--- src/rtl/hazard_scoreboard.sv ---
// rtl/hazard_scoreboard.sv - per-register countdown scoreboard for load/ALU/mul hazards
// Holds bubbles in ID until every source is forwardable and the mul unit is free.
module hazard_scoreboard #(
  parameter int AW      = 5,
  parameter int MEM_LAT = 1,
  parameter int MUL_LAT = 3
) (
  input  logic          clk,
  input  logic          reset,
  input  logic          id_valid,
  input  logic [AW-1:0] id_rs,
  input  logic [AW-1:0] id_rt,
  input  logic          id_uses_rs,
  input  logic          id_uses_rt,
  input  logic          id_is_branch,
  input  logic          id_is_store,
  input  logic [AW-1:0] id_dest,
  input  logic [1:0]    id_dest_kind,
  output logic          PcWrite,
  output logic          IF_ID_write,
  output logic          stall,
  output logic [15:0]   stall_cycles
);

  localparam int NREG = 1 << AW;

  localparam logic [1:0] KIND_NONE = 2'b00;
  localparam logic [1:0] KIND_ALU  = 2'b01;
  localparam logic [1:0] KIND_LOAD = 2'b10;
  localparam logic [1:0] KIND_MUL  = 2'b11;

  localparam logic [2:0] ALU_CNT  = 3'd1;
  localparam logic [2:0] LOAD_CNT = 3'(MEM_LAT + 1);
  localparam logic [2:0] MUL_CNT  = 3'(MUL_LAT + 1);
  localparam logic [2:0] MUL_BUSY = 3'(MUL_LAT);

  logic [2:0]  c_q [NREG];
  logic [2:0]  c_d [NREG];
  logic [2:0]  mul_busy_q, mul_busy_d;
  logic [15:0] stall_cycles_q, stall_cycles_d;

  logic [2:0]  c_rs, c_rt;
  logic        rs_ok, rt_ok, struct_ok, stall_w, issue;

  // Register 0 is hard-wired: its count is never consulted.
  assign c_rs = (id_rs == '0) ? 3'd0 : c_q[id_rs];
  assign c_rt = (id_rt == '0) ? 3'd0 : c_q[id_rt];

  always_comb begin
    rs_ok = 1'b1;
    if (id_uses_rs) begin
      rs_ok = id_is_branch ? (c_rs == 3'd0) : (c_rs <= 3'd1);
    end
    rt_ok = 1'b1;
    if (id_uses_rt || id_is_store) begin
      if (id_is_branch) begin
        rt_ok = (c_rt == 3'd0);
      end else if (id_is_store) begin
        // Store data is consumed in MEM, one stage later than EX operands.
        rt_ok = (c_rt <= 3'd2);
      end else begin
        rt_ok = (c_rt <= 3'd1);
      end
    end
    struct_ok = !((id_dest_kind == KIND_MUL) && (mul_busy_q != 3'd0));
    stall_w   = id_valid && !(rs_ok && rt_ok && struct_ok);
  end

  assign issue       = id_valid && !stall_w;
  assign stall       = stall_w;
  assign PcWrite     = !stall_w;
  assign IF_ID_write = !stall_w;
  assign stall_cycles = stall_cycles_q;

  always_comb begin
    for (int r = 0; r < NREG; r++) begin
      c_d[r] = (c_q[r] != 3'd0) ? c_q[r] - 3'd1 : 3'd0;
    end
    if (issue && (id_dest != '0)) begin
      case (id_dest_kind)
        KIND_ALU:  c_d[id_dest] = ALU_CNT;
        KIND_LOAD: c_d[id_dest] = LOAD_CNT;
        KIND_MUL:  c_d[id_dest] = MUL_CNT;
        KIND_NONE: c_d[id_dest] = c_d[id_dest];
        default:   c_d[id_dest] = c_d[id_dest];
      endcase
    end
    c_d[0] = 3'd0;

    mul_busy_d = (mul_busy_q != 3'd0) ? mul_busy_q - 3'd1 : 3'd0;
    if (issue && (id_dest_kind == KIND_MUL)) begin
      mul_busy_d = MUL_BUSY;
    end

    stall_cycles_d = stall_cycles_q;
    if (stall_w && (stall_cycles_q != 16'hFFFF)) begin
      stall_cycles_d = stall_cycles_q + 16'd1;
    end
  end

  always_ff @(posedge clk) begin
    if (reset) begin
      for (int r = 0; r < NREG; r++) begin
        c_q[r] <= 3'd0;
      end
      mul_busy_q     <= 3'd0;
      stall_cycles_q <= 16'd0;
    end else begin
      for (int r = 0; r < NREG; r++) begin
        c_q[r] <= c_d[r];
      end
      mul_busy_q     <= mul_busy_d;
      stall_cycles_q <= stall_cycles_d;
    end
  end

endmodule

--- config.mk ---
export PLATFORM = sky130hd
export DESIGN_NAME = hazard_scoreboard
export DESIGN_NICKNAME = d
export VERILOG_FILES = /design/src/rtl/hazard_scoreboard.sv
export SDC_FILE = /design/constraint.sdc
export NUM_CORES = 1
export LEC_CHECK = 0
export CORE_MARGIN = 4
export CORE_UTILIZATION = 60
export DETAILED_ROUTE_END_ITERATION = 6
export GPL_TIMING_DRIVEN = 0
export PLACE_DENSITY = 0.8
export SYNTH_ARGS = -nofsm -noshare
export SYNTH_HDL_FRONTEND = slang
export SYNTH_SLANG_ARGS = --single-unit
--- constraint.sdc ---
create_clock -name clk -period 5.5 [get_ports clk]
set_input_delay 0.55 -clock clk [delete_from_list [all_inputs] [get_ports clk]]
set_output_delay 0.55 -clock clk [all_outputs]
set_load 0.02 [all_outputs]
==> results.md <==
- Detail Route Antenna Nets: 0
- CP Max Fanout: 10
- Synth Area in Compound Gates: 15.89%
- Width of the die: ~120 um
- Vias: between 7000 and 8000
- Gate Count Post-Synth: 894
- Synth unique cells: 65
- Design Area, Final: around 8600 sq um
- Io pins: between 40 and 50
- Final setup viols: 0
- Cts bufs inserted: 9
- Postcts setup bufs: 0
- Share of cells above drive strength 1: 18.79%
- Post-synth ARST share: 0%
- Antenna cells: 0
- Initial Util: about three fifths
- DP Area: between 8000 and 9000 sq um
- Clk_skew: about 0.0076 ns
- Post-Route Utilization: between 60 and 70%
- Ys flop type: dfxtp_1
- CTS max path bufs: 2
- Rows: 41
- Avg Vias per Cell: around 7
- Syn Nets: 920
- PD cells: approximately 220 nW/um^2
- Cts hold-fix bufs: 0
- Final Max Slew Viols: 0
- Post-CTS sizing: 0
- H-tree depth: 3
- CTS tree: yes
- Total Die Area: 14860 sq um
- Max Clock Freq: slightly above 200 MHz
- Worst relative slew slack: 22.85%
- Routed WL per cell: roughly 26 um
- RD Place Congestion: between 1 and 1.5
- Setup_tns: 0 ns
- VDD IR-drop max: roughly 230 uV
- Post-synth top area cell: dfxtp_1
- Hold path start: mul_busy_q[2]$_SDFF_PP0_
- Adder-Cell Fraction of Synth Area: 0.3214%
- #FFs+latches synth: between 100 and 150
- Hold EP: mul_busy_q[1]$_SDFF_PP0_
- 1st-pass router iterations: 5
- Most frequent cells after synthesis: nor2_1, dfxtp_1, mux2_2
- Largest family of logic cells by synthesized area: multiplexers
- Fill count: around 1100
- WS Path Type: in -> out
- DP HPWL: approximately 21000 um
- Ys Warns: 0
- DRC viols: 0
- Port bufs: 34
- Endpoint class of the critical path: primary output
- Fin crit share: around nine tenths
- Overall routed net length: approximately 29000 um
- Status: finished clean
- Crit path required time: 4.95 ns
- Placed insts: 1100
- Avg Inst Size Synth: roughly 8.7 sq um
- Post-Synth XOR/XNOR Area: 0%
- Root Buffer: clkbuf_16
- Tightest Pin Transition: 1.128 ns
- Post-Layout Cell Count: around 1100
- Max-cap violation count: 0
- Largest net degree at the start of global routing: 17
- Worst reg2reg startpoint: c_q[23][0]$_SDFF_PP0_
- Nets: slightly below 1000
- Clk_lat worst skew: between 0.3 and 0.4 ns
- Seq/Total Area, Yosys: about 29%
- 1st-iter DRT viols: around 1100
- Global-route wire length before repair: about 43000 um
- Antenna violations before repair: 0
- Crit path arrival time: roughly 4.3 ns
- Syn-to-layout area delta: 10.81%
- Mux cell area share after synthesis: 27.77%
- Chip height: 121.9 um
- Clock slew at reported path FFs: 0.07 ns
- Count leader, synth: nor2_1
- GRT Resource Usage Total: between 30 and 40%
- Main area contributors after synthesis: dfxtp_1, mux2_2, mux4_2
- Min Clock Period, post-route: 4.870 ns
- Mapped cell area: around 7800 sq um
- Number of global-route vias before repair: 7357
- R2r endpoint: c_q[5][2]$_SDFF_PP0_
- HP Class: reg -> reg
- Synth Area in Simple Gates: between 20% and 30%
- Core ar.: about 13000 sq um
- Leak: approximately 3.2 nW
- GRT overflow: 0
- Count of flip-flops with a built-in enable after synthesis: 0
- Share of the synthesized area in the top cell type: 28.80%
- Crit start category: primary input
- Hold Violations, Final: 0
- Reg2Reg Setup Slack: around 1.9 ns
- Hold path depth: 2
- Clock sinks: 112
- RSZ-0062 raised after global routing: no
- R2R depth: 9
metal layers:
metal | global-route usage (%) | up-vias | part of all wire, %
li1 | - | 3449 | -
met1 | 52.40 | 3783 | 38
met2 | 56.60 | 634 | 42
met3 | 12.21 | 127 | 14
met4 | 21.36 | 0 | 6.4
met5 | 0 | - | 0
critical path, stage by stage:
cell	delay (ns)
clkdlybuf4s50_1	0.69
buf_4	0.34
mux2i_1	0.21
o221ai_1	0.32
o22ai_1	0.18
a311oi_2	0.28
o22ai_2	0.14
o31ai_2	0.50
buf_6	0.24
nand2_1	0.13
buf_4	0.20
clkdlybuf4s50_1	0.53
how the worst max path moves through the flow:
stage / start / to / slack [ns] / cells after the start
after floorplan: id_rt[1] / PcWrite / 2.37 / 11
after global placement: id_dest[1] / c_q[2][1]$_SDFF_PP0_ / 0.72 / 10
after detailed placement: id_dest[1] / c_q[31][1]$_SDFF_PP0_ / 0.74 / 10
after CTS: id_rt[0] / PcWrite / 0.79 / 12
after global routing: id_rt[0] / PcWrite / 0.60 / 12
final: id_rt[0] / PcWrite / 0.63 / 12
logic make-up after synthesis:
family	count (synthesis)
AOI/OAI and AO/OA	195
and+or+nand+nor	345
muxes	160
adders and majority gates	2
DFF	112
buffers and inverters	80
layout make-up:
cell class | count | area, sq um | area share [%]
buffer | 65 | 327.8 | 3.799
clock buffer | 11 | 242.7 | 2.813
clock inverter | 3 | 43.79 | 0.5075
inverter | 15 | 56.30 | 0.6526
multi-input combinational | 702 | 5160 | 59.80
sequential | 112 | 2242 | 25.99
tap | 172 | 215.2 | 2.494
timing repair buffer | 34 | 340.3 | 3.944
state kept, by name, indices dropped and copies added (netlist names):
register,flops
mul_busy_q,3
stall_cycles,16
c_q,93
power breakdown:
group / leakage [nW] / switching (mW) / internal (mW)
clock network: 0.141 / 0.312 / 0.362
logic: 2.11 / 0.240 / 0.113
registers: 0.903 / 0.00986 / 0.821
stage by stage:
step / setup WS, ns / power (mW) / hold WS [ns]
3_3_place_gp: 0.7233 / 1.186 / 0.4739
6_report: 0.6298 / 1.858 / 0.4956
2_1_floorplan: 2.369 / 1.052 / 0.4554
3_5_place_dp: 0.7370 / 1.185 / 0.4861
4_1_cts: 0.7898 / 1.838 / 0.4982
5_1_grt: 0.5970 / 1.898 / 0.5232
cells in the final DEF (no fill, tap or decap), types with 6 or more instances in the layout:
cell,netlist,routed
nor2_1,124,124
dfxtp_1,112,112
mux2_2,93,93
a21oi_1,58,58
o21ai_0,56,56
nor3_1,50,50
clkbuf_1,39,40
nand2_1,38,38
nor3b_1,34,34
clkdlybuf4s50_1,0,34
mux4_2,33,33
nand3_1,30,30
mux2i_1,27,27
nand4_1,15,15
inv_1,14,14
nor2b_1,14,14
buf_2,12,12
o31ai_1,9,9
or4_1,9,9
clkbuf_16,0,9
a211oi_1,8,8
or3_1,7,7
a221oi_1,7,7
o211ai_1,7,7
a22oi_1,7,7
buf_6,6,6
mux2_4,6,6
No activity file was read; power rests on OpenSTA's default activity.
